File: src/rtl/ntt_pkg.sv
// ntt_pkg: stage codes, transform constants and the stage sequencing rule
// shared by the NTT/INTT control path.
package ntt_pkg;

    localparam int N = 16;
    localparam int LOG2N = 4;
    localparam int INV_TW_OFFSET = 8;

    typedef enum logic [2:0] {
        S_BF0  = 3'd0,
        S_BF1  = 3'd1,
        S_BF2  = 3'd2,
        S_BF3  = 3'd3,
        S_OUT  = 3'd4,
        S_IDLE = 3'd5
    } stage_e;

    // Forward passes walk the stages upward, inverse passes walk them downward.
    // Illegal codes expect a return to idle.
    function automatic logic [2:0] next_stage(input logic [2:0] cur, input logic mode);
        case (cur)
            S_IDLE:  return mode ? S_BF3 : S_BF0;
            S_BF0:   return mode ? S_OUT : S_BF1;
            S_BF1:   return mode ? S_BF0 : S_BF2;
            S_BF2:   return mode ? S_BF1 : S_BF3;
            S_BF3:   return mode ? S_BF2 : S_OUT;
            S_OUT:   return S_IDLE;
            default: return S_IDLE;
        endcase
    endfunction

endpackage

File: src/rtl/ntt_stage_decoder.sv
// ntt_stage_decoder: registered datapath enables, butterfly span and twiddle
// base per NTT stage, plus a sticky stage-sequence checker and transform counter.
module ntt_stage_decoder
    import ntt_pkg::*;
#(
    parameter int N = 16
) (
    input  logic             clk,
    input  logic             rst,
    input  logic [2:0]       state,
    input  logic             inv,
    output logic             load_en,
    output logic             bf_en,
    output logic             out_en,
    output logic             scale_en,
    output logic             gs_mode,
    output logic [LOG2N-1:0] span,
    output logic [3:0]       tw_base,
    output logic             done,
    output logic             seq_err,
    output logic [7:0]       tx_count
);

    logic       mode;
    logic       armed;
    logic [2:0] prev_state;
    logic       mode_n;
    logic       is_bf;
    logic       illegal;
    logic       mismatch;
    logic       finish;
    logic [3:0] pow2;

    // Mode is only captured while idle so a late inv change cannot corrupt a pass.
    always_comb begin
        mode_n   = (state == S_IDLE) ? inv : mode;
        is_bf    = state <= S_BF3;
        illegal  = state > S_IDLE;
        pow2     = 4'd1 << state[1:0];
        mismatch = armed && (state != next_stage(prev_state, mode));
        finish   = armed && (prev_state == S_OUT) && (state == S_IDLE);
    end

    always_ff @(posedge clk) begin
        if (rst) begin
            mode       <= 1'b0;
            armed      <= 1'b0;
            prev_state <= S_IDLE;
            load_en    <= 1'b0;
            bf_en      <= 1'b0;
            out_en     <= 1'b0;
            scale_en   <= 1'b0;
            gs_mode    <= 1'b0;
            span       <= '0;
            tw_base    <= '0;
            done       <= 1'b0;
            seq_err    <= 1'b0;
            tx_count   <= '0;
        end else begin
            mode       <= mode_n;
            armed      <= armed | (state == S_IDLE);
            prev_state <= state;
            load_en    <= state == S_IDLE;
            bf_en      <= is_bf;
            out_en     <= state == S_OUT;
            scale_en   <= (state == S_OUT) && mode_n;
            gs_mode    <= mode_n;
            span       <= is_bf ? pow2 : '0;
            tw_base    <= is_bf ? (mode_n ? 4'(INV_TW_OFFSET) : 4'd0) + pow2 - 4'd1 : '0;
            done       <= finish;
            seq_err    <= seq_err | mismatch | illegal;
            tx_count   <= tx_count + {7'd0, finish};
        end
    end

endmodule

File: config.mk
export PLATFORM = sky130hd
export DESIGN_NAME = ntt_stage_decoder
export DESIGN_NICKNAME = d
export VERILOG_FILES = /design/src/rtl/ntt_pkg.sv /design/src/rtl/ntt_stage_decoder.sv
export SDC_FILE = /design/constraint.sdc
export NUM_CORES = 1
export LEC_CHECK = 0
export ABC_AREA = 1
export CORE_MARGIN = 5
export CORE_UTILIZATION = 48
export CTS_CLUSTER_DIAMETER = 150
export CTS_CLUSTER_SIZE = 30
export DETAILED_ROUTE_END_ITERATION = 8
export GPL_TIMING_DRIVEN = 1
export HOLD_SLACK_MARGIN = 0.12
export PLACE_DENSITY = 0.81
export SYNTH_ARGS = -nofsm -noshare
export SYNTH_HDL_FRONTEND = slang
export SYNTH_SLANG_ARGS = --single-unit
export TNS_END_PERCENT = 50
File: constraint.sdc
create_clock -name clk -period 4 [get_ports clk]
set_clock_uncertainty 0.15 [all_clocks]
set_input_delay 0.6 -clock clk [delete_from_list [all_inputs] [get_ports clk]]
set_output_delay 0.6 -clock clk [all_outputs]
set_load 0.03 [all_outputs]
# After elaboration in Yosys (flattened, before gate mapping)
# Index checks and enable logic that the tools add are counted.
totals:
  regBits: 27
  output_inout_bits: 23
  in_bits: 6
  word_cells: 44
classes:
  order_cmp: 2
  eq_ne: 8
  n_mux: 8
  n_addsub: 3
  n_shift: 1
  bitwise: 4
  reduce_logical: 6
ops:
  columns: ["op", "count"]
  rows:
  - ["3-bit case mux with 5 select lines", 1]
  - ["3-bit == test, second input constant", 4]
  - ["8-bit by 1-bit adder with 8-bit output", 1]
  - ["3-bit by 2-bit == test with 1-bit output, second input constant", 2]
  - ["2-bit two-way mux", 3]
  - ["3-bit two-way mux", 2]
  - ["4-bit adder", 1]
  - ["1-bit logical AND", 4]
  - ["4-bit two-way mux", 1]
  - ["1-bit by 2-bit << shifter with 4-bit output, first input constant", 1]
  - ["4-bit by 1-bit subtractor with 4-bit output, second input constant", 1]
  - ["3-bit by 1-bit == test with 1-bit output, second input constant", 1]
  - ["3-bit greater-than comparator, second input constant", 1]
  - ["3-bit by 2-bit <= comparator with 1-bit output, second input constant", 1]
  - ["3-bit logical NOT", 1]
  - ["3-bit inequality test", 1]
  - ["1-bit bitwise OR", 3]
  - ["2-bit OR reduction", 1]
  - ["1-bit two-way mux", 1]
  - ["1-bit inverter", 1]

# Depth between registers and ports, before layout
# Gate-level depths: netlist of run 1.
logic_depth:
  depth_word: 6
  mapped_depth: 10
  depth_no_buf: 10

# Worst setup path after synthesis of run 1
# OpenSTA, ideal clock, no wires.
synth_path:
  kind: "input to register"
  from: "input state[1]"
  to: "register tx_count[6]"
  required_time_ps: 3734
  n_path_buf: 0
  stages: 10
  t_arrival_ps: 1754
  setup_time_ps: 116
  path_slack_ps: 1980
  cell_sequence: "inv_1 > nand3_1 > nor2_1 > ha_1 > ha_1 > nand3_1 > nor2_1 > nand3_1 > nand2_1 > nor2_1"
synth_between:
  elab_chain_len: 3
synth_lines:
  columns: ["element", "line_no", "text"]
  rows:
  - ["start: declaration", "ntt_stage_decoder.sv:10", "input logic [2:0] state,"]
  - ["3-bit == test", "ntt_stage_decoder.sv:41", "finish = armed && (prev_state == S_OUT) && (state == S_IDLE);"]
  - ["1-bit logical AND", "ntt_stage_decoder.sv:41", null]
  - ["named net finish", "ntt_stage_decoder.sv:31", "logic finish;"]
  - ["8-bit by 1-bit adder with 8-bit output", "ntt_stage_decoder.sv:72", "tx_count <= tx_count + {7'd0, finish};"]
  - ["end signal: assignment", "ntt_stage_decoder.sv:72", null]
  - ["end: declaration", "ntt_stage_decoder.sv:21", "output logic [7:0] tx_count"]
# The timed path passes the listed nets, and every way through them passes these cells.
# A chain may end at the register's enable or synchronous reset.

# Final worst setup path of run 1
# Same ends and word-level chain as after synthesis.

==> qor.txt, run 1 <==
Largest family of logic cells by synthesized area -> simple AND/OR/NAND/NOR gates
Max Clock Freq -> 0.413 GHz
Multi-input logic area -> 394 um2
Leak -> 0.568 nW
Critical-path top delay cell -> clkdlybuf4s50_1
Netlist area before placement -> 982 um2
Worst Tran Pin Value -> 418 ps
Mux cell area share after synthesis -> 0%
Compound-gate portion of the synthesized area -> 5.35%
Per-cell routed wire length -> 11.9 um
WP buf/inv -> 2
Largest net degree at the start of global routing -> 16
Adder-cell share of the synthesized area -> 2.55%
Worst hold path stage count -> 2
Register bit total from synthesis -> 26
NetSw -> 0.116 mW
Worst path arrival time -> 2490 ps
Clk network pwr share -> 34.8%
Top sig layer -> met4
Post-synthesis async set-or-reset flop share -> 0%
Pins Over Slew Limit -> 0
Synth Area per Inst -> 7.80 um2
Combinational power share -> 11.5%
DPL Wire Length -> 1720 um
Final Cycle Share -> 60.5%
Sw Share -> 23.0%
Status -> finished clean
Area of the die -> 3050 um2
Worst Hold Path EP -> tx_count[3]
EDFF count, synth -> 0
Layout cells sized above 1 -> 4.49%
Max Cap Viol -> 0
First-pass GRT wire length -> 3730 um
Dominant cells by area after synthesis -> dfxtp_1 (53%), nand2_1 (9.2%), nor2_1 (8.4%)
R2R setup slack -> 2140 ps
Area leader, netlist -> dfxtp_1
TritonCTS clock tree -> built
Port-buffer cells -> 28
Sequential element share of the synthesized area -> 53.0%
Sequential Power Share -> 53.7%
Root buf cell -> clkbuf_4
Synth cell count leaders -> dfxtp_1 (26), nand2_1 (24), nor2_1 (22)
Setup TNS -> 0 ps
CTS sink count -> 26
Nets -> 165
DR WL met2 -> 1140 um
RSZ-0062 raised after global routing -> no
CP top delay family -> simple AND/OR/NAND/NOR gates
Simple-gate share of the synthesized area -> 29.6%
First-pass DRT Iterations -> 4
Die W -> 55.2 um
R2R Path End -> tx_count[6]
CTS Hold Buffers Added -> 0
Largest stage delay, worst path -> 470 ps
Synth Flop Type -> dfxtp_1
Metal-1 WL -> 890 um
Die H -> 55.2 um
Core area -> 1960 um2
Post-CTS Setup Inserts -> 0
Hold Crit Start -> tx_count[3]
Via density -> 4.97
Power Dens Cells -> 379 nW/um2
Setup WS post-layout -> 1580 ps
Detailed-route via count -> 910
Vias in the first global route -> 886
Post-layout min period -> 2420 ps
Worst-path clk slew -> 140 ps
Routability cong. -> 0.787
Endpoints failing setup -> 0
Post-Synth XOR/XNOR Area -> 2.68%
P&R area growth vs syn -> 36.2%
Register area -> 520 um2
CP Class -> in -> reg
Filler cells -> 181
Crit start category -> input port
Count leader, synth -> dfxtp_1
Post-CTS resize count -> 0
Worst vdd ir -> 0.000240 V
Int Pwr -> 0.390 mW
Yosys top cell area share -> 53.0%
Synth Instances -> 126
Synth warn -> 0
Final Hold Vio Count -> 0
Critical Path Sink Type -> flip-flop
Total Wirelength -> 2180 um
Worst-case reg-to-reg path depth -> 10
Core Rows -> 16
CP Max Fanout -> 7
Max-Slew Margin vs Limit -> 72.0%
DR DRC count -> 0
IO Count -> 29
Max clock buf depth -> 2
Place WS -> 1230 ps
Initial Utilization -> 50.1%
Worst r2r src -> prev_state[1]
Met3 wire len -> 133 um
Crit path cell chain -> clkdlybuf4s50_1, inv_1, nand3_1, nor2_1, ha_1, ha_1, nand3_1, nor2_1, nand3_1, nand2_1, nor2_1
Clk_lat worst skew -> 320 ps
Antenna violations before repair -> 0
Hold Crit Class -> reg -> reg
Count of cell types in the netlist -> 20
Total track usage -> 14.8%
Routed Antenna Nets -> 0
CP Data Required Time -> 4070 ps
Syn_nets -> 134
Drt first-iter violations -> 15
Global route overflow -> 0
Diodes inserted -> 0
Inserted Clock Buffers -> 3
CTS HTree Levels -> 1
## routing by layer
layer	vias up	global-route usage, %
met5	-	0
met4	0	3.13
met3	2	4.90
met2	26	27.5
met1	420	16.1
li1	462	-
## cells in the final DEF (no fill, tap or decap), types with 2 or more instances in the layout
cell / netlist / routed
nand3_1: 12 / 12
ha_1: 2 / 2
clkdlybuf4s50_1: 0 / 28
inv_1: 13 / 13
nand2_2: 2 / 2
nor2_1: 22 / 22
clkbuf_4: 0 / 3
nor3_1: 5 / 5
dfxtp_1: 26 / 26
nand4_1: 2 / 2
nand2_1: 24 / 24
xor2_1: 2 / 2
o21ai_0: 5 / 5
a21oi_1: 3 / 3
## worst max path at each step
| stage | slack (ps) | to | start | cells after the start |
|---|---|---|---|---|
| final | 1580 | tx_count[6] | state[1] | 11 |
| after global routing | 1450 | tx_count[6] | state[1] | 11 |
| after CTS | 1570 | tx_count[6] | state[1] | 11 |
| after detailed placement | 1230 | tx_count[6] | state[1] | 11 |
| after global placement | 1390 | tx_count[6] | state[1] | 11 |
| after floorplan | 1980 | tx_count[6] | state[1] | 10 |
## cell families (layout without fill, tap and decap cells)
kind of cell               Yosys count  count (layout)
DFF                                 26              26
adders and majority gates            2               2
and+or+nand+nor                     68              68
xor gates and xnor gates             3               3
buffers and inverters               17              47
AOI/OAI and AO/OA                   10              10
## power groups by stage
stage / registers [mW] / logic [mW] / clock network, mW
2_1_floorplan: 0.287 / 0.0245 / 0
3_3_place_gp: 0.277 / 0.0566 / 0
3_5_place_dp: 0.278 / 0.0582 / 0
4_1_cts: 0.272 / 0.0585 / 0.179
5_1_grt: 0.273 / 0.0636 / 0.192
6_report: 0.272 / 0.0581 / 0.176
## sequential cells by signal, indices dropped and copies added (netlist names)
register	cells
tx_count	8
span	4
prev_state	3
tw_base	3
armed	1
bf_en	1
done	1
load_en	1
mode	1
out_en	1
scale_en	1
seq_err	1
## worst min-delay path: cells and delay by family (launching register included)
family                 cells  cell delay [ps]
AO/OA/AOI/OAI              1               60
buffers and inverters      1               80
flip-flops                 1              350
## final cells by class
type                            instances  share of cell area [%]
Clock buffer                            3                    1.68
Clock inverter                          1                    2.25
Inverter                               15                    4.21
Multi-Input combinational cell         83                    29.5
Sequential cell                        26                    38.9
Tap cell                               27                    2.53
Timing Repair Buffer                   28                    21.0
## stage by stage
| step | instance area [um2] | power (mW) | hold slack (ps) | utilization, % | cells |
|---|---|---|---|---|---|
| global placement | 1280 | 0.334 | 315 | 65.5 | 179 |
| CTS | 1340 | 0.510 | 370 | 68.2 | 183 |
| finish | 1340 | 0.507 | 366 | 68.2 | 183 |
| floorplan | 982 | 0.312 | 292 | - | 126 |
| global route | 1340 | 0.529 | 400 | 68.2 | 183 |
| detailed placement | 1280 | 0.336 | 337 | 65.5 | 179 |
Note: power is estimated with default switching activity, not from simulation.
==> run 2, diff against run 1 <==
--- a/config.mk
+++ b/config.mk
@@ -7,13 +7,13 @@
 export LEC_CHECK = 0
 export ABC_AREA = 1
 export CORE_MARGIN = 5
-export CORE_UTILIZATION = 48
+export CORE_UTILIZATION = 45
 export CTS_CLUSTER_DIAMETER = 150
 export CTS_CLUSTER_SIZE = 30
 export DETAILED_ROUTE_END_ITERATION = 8
 export GPL_TIMING_DRIVEN = 1
 export HOLD_SLACK_MARGIN = 0.12
-export PLACE_DENSITY = 0.81
+export PLACE_DENSITY = 0.77
 export SYNTH_ARGS = -nofsm -noshare
 export SYNTH_HDL_FRONTEND = slang
 export SYNTH_SLANG_ARGS = --single-unit
==> constraint.sdc (replaced) <==
create_clock -name clk -period 2.4 [get_ports clk]
set_clock_uncertainty 0.15 [all_clocks]
set_input_delay 0.36 -clock clk [delete_from_list [all_inputs] [get_ports clk]]
set_output_delay 0.36 -clock clk [all_outputs]
set_load 0.03 [all_outputs]
==> qor.txt, run 2 (same netlist as run 1, synthesis figures left out) <==
DR WL met2 -> 975 um (was 1140 um)
RSZ-0062 raised after global routing -> no (unchanged)
Final Cycle Share -> 82.5%
Post-CTS Setup Inserts -> 0 (unchanged)
CTS Hold Buffers Added -> 0 (unchanged)
Pins Over Slew Limit -> 0 (unchanged)
Critical-path top delay cell -> clkdlybuf4s50_1 (unchanged)
Antenna violations before repair -> 0 (unchanged)
First-pass GRT wire length -> 3380 um (was 3730 um)
CTS HTree Levels -> 1 (unchanged)
Met3 wire len -> 94 um (was 133 um)
Power Dens Cells -> 623 nW/um2 (was 379 nW/um2)
Core Rows -> 17 (was 16)
Vias in the first global route -> 871 (was 886)
Worst path arrival time -> 1470 ps (was 2490 ps)
Crit start category -> flip-flop (was input port)
Post-CTS resize count -> 0 (unchanged)
Filler cells -> 191 (was 181)
Global route overflow -> 0 (unchanged)
Most flops, register -> tx_count (unchanged)
DR DRC count -> 0 (unchanged)
Cells after DPL -> 182 (was 179)
Metal-1 WL -> 938 um (was 890 um)
Max reg flops -> 8 (unchanged)
WP buf/inv -> 1 (was 2)
Port-buffer cells -> 28 (unchanged)
Endpoints failing setup -> 0 (unchanged)
Detailed-route via count -> 881 (was 910)
Setup TNS -> 0 ps (unchanged)
Die W -> 56.7 um (was 55.2 um)
Total Wirelength -> 2040 um (was 2180 um)
TritonCTS clock tree -> built (unchanged)
Worst-path clk slew -> 140 ps (about the same)
Levels on crit path -> 1 (was 11)
Total track usage -> 13.1% (was 14.8%)
CTS sink count -> 26 (unchanged)
Worst Tran Pin Value -> 411 ps (was 418 ps)
P&R area growth vs syn -> 37.8% (was 36.2%)
Max Cap Viol -> 0 (unchanged)
Per-cell routed wire length -> 10.9 um (was 11.9 um)
Layout cells sized above 1 -> 5.70% (was 4.49%)
Initial Utilization -> 45.7% (was 50.1%)
Most common cell after layout, fill and taps aside -> clkdlybuf4s50_1 (unchanged)
Largest regs -> tx_count x8, span x4 (unchanged)
Worst vdd ir -> 0.000404 V (was 0.000240 V)
Inserted Clock Buffers -> 3 (unchanged)
DPL Wire Length -> 1570 um (was 1720 um)
CP Class -> reg -> out (was in -> reg)
Largest stage delay, worst path -> 710 ps (was 470 ps)
Design area -> 1350 um2 (was 1340 um2)
Critical Path Sink Type -> output pin (was flip-flop)
Worst hold path stage count -> 2 (unchanged)
Top sig layer -> met4 (unchanged)
Status -> finished clean (unchanged)
Diodes inserted -> 0 (unchanged)
Drt first-iter violations -> 16 (was 15)
Post-DP Area -> 1300 um2 (was 1280 um2)
Final cell count without fillers -> 186 (was 183)
Largest net degree at the start of global routing -> 16 (unchanged)
Routability cong. -> 0.807 (was 0.787)
CP top delay family -> buffers and inverters (was simple AND/OR/NAND/NOR gates)
Routed Antenna Nets -> 0 (unchanged)
Worst-case reg-to-reg path depth -> 10 (unchanged)
CP Max Fanout -> 5 (was 7)
Most frequent cells in the layout -> clkdlybuf4s50_1 (28), dfxtp_1 (26), nand2_1 (24) (unchanged)
Root buf cell -> clkbuf_4 (unchanged)
Max-Slew Margin vs Limit -> 72.5% (was 72.0%)
Crit path cell chain -> clkdlybuf4s50_1 (was clkdlybuf4s50_1, inv_1, nand3_1, nor2_1, ha_1, ha_1, nand3_1, nor2_1, nand3_1, nand2_1, nor2_1)
IO Count -> 29 (unchanged)
Core area -> 2150 um2 (was 1960 um2)
Clk_lat worst skew -> 310 ps (was 320 ps)
Die H -> 56.7 um (was 55.2 um)
Final Hold Vio Count -> 0 (unchanged)
Max Clock Freq -> 0.505 GHz
Area of the die -> 3220 um2 (was 3050 um2)
CP Data Required Time -> 1890 ps (was 4070 ps)
Post-layout min period -> 1980 ps
Max clock buf depth -> 2 (unchanged)
Leak -> 0.577 nW (was 0.568 nW)
First-pass DRT Iterations -> 4 (unchanged)
Hold Crit Class -> reg -> reg (unchanged)
Nets -> 167 (was 165)
Via density -> 4.74 (was 4.97)
## run 2: cell types whose count changed in the layout (fill, tap and decap cells not counted), sizes merged
cell,previous run,this run
buf,0,2
## run 2: layer usage
metal  up-vias  GRT usage (%)
met1       394           14.0
li1        462              -
met3         4           2.53
met5         -              0
met4         0           5.08
met2        21           24.6
## run 2: worst paths after layout
path | startpoint | end | slack (ps)
min reg2reg | armed | armed | 350
min | armed | armed | 350
max reg2reg | prev_state[0] | tx_count[6] | 550
max | tx_count[5] | tx_count[5] | 420
## run 2: where the power goes
part           leakage [nW]  switching, mW  internal [mW]
logic                 0.337         0.0587         0.0396
registers             0.212        0.00899          0.444
clock network        0.0279          0.123          0.169
## run 2: through the flow
step	util, %	power (mW)	setup slack (ps)	hold WS, ps
after floorplan	-	0.520	620	287
after detailed placement	60.6	0.561	159	323
final	63.0	0.843	420	349
after global placement	60.6	0.559	221	313
after global routing	63.0	0.874	307	406
after CTS	63.0	0.850	413	355
## run 2: final cells by class
type,count,area [um2],area share (%)
multi-input cells,83,394,29.1
clock buffers,3,22.5,1.66
clock inverters,1,30.0,2.22
well taps,28,35.0,2.59
inverters,15,56.3,4.16
flip-flops and latches,26,520,38.4
repair buffers,30,295,21.8
==> run 3, diff against run 2 <==
--- a/config.mk
+++ b/config.mk
@@ -7,13 +7,13 @@
 export LEC_CHECK = 0
 export ABC_AREA = 1
 export CORE_MARGIN = 5
-export CORE_UTILIZATION = 45
+export CORE_UTILIZATION = 40
 export CTS_CLUSTER_DIAMETER = 150
 export CTS_CLUSTER_SIZE = 30
 export DETAILED_ROUTE_END_ITERATION = 8
 export GPL_TIMING_DRIVEN = 1
 export HOLD_SLACK_MARGIN = 0.12
-export PLACE_DENSITY = 0.77
+export PLACE_DENSITY = 0.72
 export SYNTH_ARGS = -nofsm -noshare
 export SYNTH_HDL_FRONTEND = slang
 export SYNTH_SLANG_ARGS = --single-unit
==> constraint.sdc (replaced) <==
create_clock -name clk -period 1.7 [get_ports clk]
set_clock_uncertainty 0.15 [all_clocks]
set_input_delay 0.255 -clock clk [delete_from_list [all_inputs] [get_ports clk]]
set_output_delay 0.255 -clock clk [all_outputs]
set_load 0.03 [all_outputs]
==> qor.txt, run 3 (same netlist as run 1, synthesis figures left out) <==
Status -> finished clean (unchanged)
Routed Antenna Nets -> 0 (unchanged)
DPL Wire Length -> 1690 um (was 1570 um)
Largest regs -> tx_count x8, span x4 (unchanged)
Met3 wire len -> 167 um (was 94 um)
Vias in the first global route -> 900 (was 871)
CTS Hold Buffers Added -> 0 (unchanged)
Hold Crit Class -> reg -> reg (unchanged)
Worst path arrival time -> 1780 ps (was 1470 ps)
Largest net degree at the start of global routing -> 16 (unchanged)
Critical Path Sink Type -> flip-flop (was output pin)
Initial Utilization -> 40.8% (was 45.7%)
WP buf/inv -> 0 (was 1)
CP Data Required Time -> 1790 ps (was 1890 ps)
Worst-path clk slew -> 150 ps (was 140 ps)
Critical-path top delay cell -> dfxtp_2 (was clkdlybuf4s50_1)
Power Dens Cells -> 829 nW/um2 (was 623 nW/um2)
Max clock buf depth -> 2 (unchanged)
Total Power -> 1.21 mW (was 0.843 mW)
Diodes inserted -> 0 (unchanged)
Port-buffer cells -> 28 (unchanged)
Max reg flops -> 8 (unchanged)
TritonCTS clock tree -> built (unchanged)
CP Max Fanout -> 3 (was 5)
R2R Path End -> tx_count[6] (unchanged)
Worst r2r src -> prev_state[0] (unchanged)
CTS sink count -> 26 (unchanged)
Max Clock Freq -> 0.592 GHz
Antenna violations before repair -> 0 (unchanged)
DR WL met2 -> 1150 um (was 975 um)
Hold Crit Start -> tx_count[3] (was armed)
Die H -> 59.6 um (was 56.7 um)
Crit path cell chain -> nor2_4, nand3_2, nor2_2, ha_2, ha_4, nand3_2, nor2_2, nand3_1, nand2_1, nor2_1 (was clkdlybuf4s50_1)
Die W -> 59.6 um (was 56.7 um)
IO Count -> 29 (unchanged)
CP top delay family -> simple AND/OR/NAND/NOR gates (was buffers and inverters)
Inserted Clock Buffers -> 3 (unchanged)
Pins Over Slew Limit -> 0 (unchanged)
Clk_lat worst skew -> 320 ps (was 310 ps)
RSZ-0062 raised after global routing -> yes (was no)
Nets -> 178 (was 167)
Metal-1 WL -> 934 um (was 938 um)
First-pass GRT wire length -> 3510 um (was 3380 um)
Worst hold path stage count -> 2 (unchanged)
P&R area growth vs syn -> 48.8% (was 37.8%)
R2R setup slack -> 10 ps (was 550 ps)
Setup WS post-layout -> 10.6 ps (was 420 ps)
Worst Hold Path EP -> tx_count[4] (was armed)
Most flops, register -> tx_count (unchanged)
Worst vdd ir -> 0.000603 V (was 0.000404 V)
Final Cycle Share -> 99.4%
Largest stage delay, worst path -> 360 ps (was 710 ps)
Endpoints failing setup -> 0 (unchanged)
Core Rows -> 18 (was 17)
Global route overflow -> 0 (unchanged)
Most common cell after layout, fill and taps aside -> dfxtp_1 (was clkdlybuf4s50_1)
Place WS -> -385 ps (was 159 ps)
Total track usage -> 12.7% (was 13.1%)
CP Class -> reg -> reg (was reg -> out)
Detailed-route via count -> 947 (was 881)
CTS HTree Levels -> 1 (unchanged)
Post-layout min period -> 1690 ps
Routability cong. -> 0.789 (was 0.807)
Core area -> 2410 um2 (was 2150 um2)
Leak -> 0.726 nW (was 0.577 nW)
First-pass DRT Iterations -> 4 (unchanged)
Layout cells sized above 1 -> 18.3% (was 5.70%)
Root buf cell -> clkbuf_4 (unchanged)
Top sig layer -> met4 (unchanged)
Area of the die -> 3550 um2 (was 3220 um2)
DR DRC count -> 0 (unchanged)
Worst-case reg-to-reg path depth -> 10 (unchanged)
Drt first-iter violations -> 20 (was 16)
Max Cap Viol -> 0 (unchanged)
Per-cell routed wire length -> 11.4 um (was 10.9 um)
Crit start category -> flip-flop (unchanged)
Most frequent cells in the layout -> dfxtp_1 (25), nand2_1 (24), dlygate4sd2_1 (23) (was clkdlybuf4s50_1 (28), dfxtp_1 (26), nand2_1 (24))
Final Hold Vio Count -> 0 (unchanged)
Via density -> 4.76 (was 4.74)
Total Wirelength -> 2270 um (was 2040 um)
Worst Tran Pin Value -> 309 ps (was 411 ps)
Max-Slew Margin vs Limit -> 79.4% (was 72.5%)
run 3: cell types whose count changed in the layout (fill, tap and decap cells not counted), sizes merged:
cell	delta
buf	+11
clkdlybuf4s50	-23
dlygate4sd2	+23
run 3: final cells by class:
class / instances / area [um2]
clock buffers: 3 / 22.5
clock inverters: 1 / 30.0
fillers: 223 / 948
inverters: 15 / 56.3
multi-input cells: 83 / 444
flip-flops and latches: 26 / 522
well taps: 30 / 37.5
repair buffers: 41 / 349
run 3: power breakdown:
part	internal (mW)	switching (mW)	leakage [nW]
sequential	0.627	0.00992	0.212
combinational	0.0619	0.0922	0.486
clock	0.238	0.182	0.0279
run 3: timing repair:
item | in CTS | in global routing
hold endpoints to repair | 0 | 0
resized for setup | 24 | 12
setup endpoints to repair | 25 | 4
setup buffers | 0 | 3
pin swaps | 0 | 3
run 3: how the worst max path moves through the flow:
stage | startpoint | to | depth (start not counted)
final | prev_state[0] | tx_count[6] | 10
after detailed placement | state[0] | tx_count[6] | 10
after floorplan | state[1] | tx_count[6] | 10
after global routing | prev_state[0] | tx_count[7] | 9
after CTS | prev_state[0] | tx_count[6] | 10
after global placement | state[2] | tx_count[6] | 10
run 3: tightest hold or removal path, stage by stage, from the launching register on:
cell,delay (ps)
dfxtp_1,350
nand3_2,80
a21oi_1,60
run 3: stage by stage:
step | hold slack, ps | std cells | utilization [%] | setup TNS, ps | cell area [um2]
floorplan | 182 | 126 | - | 0 | 982
global placement | 312 | 192 | 56.6 | -1260 | 1360
detailed placement | 322 | 192 | 56.6 | -1570 | 1360
CTS | 353 | 196 | 57.7 | -35.7 | 1390
global route | 389 | 199 | 60.6 | -241 | 1460
finish | 370 | 199 | 60.6 | 0 | 1460
run 3: layer usage:
layer / track usage, % / vias to the layer above
met5: 0 / -
met4: 2.85 / 0
met3: 4.36 / 2
met2: 22.6 / 35
met1: 14.6 / 430
li1: - / 480
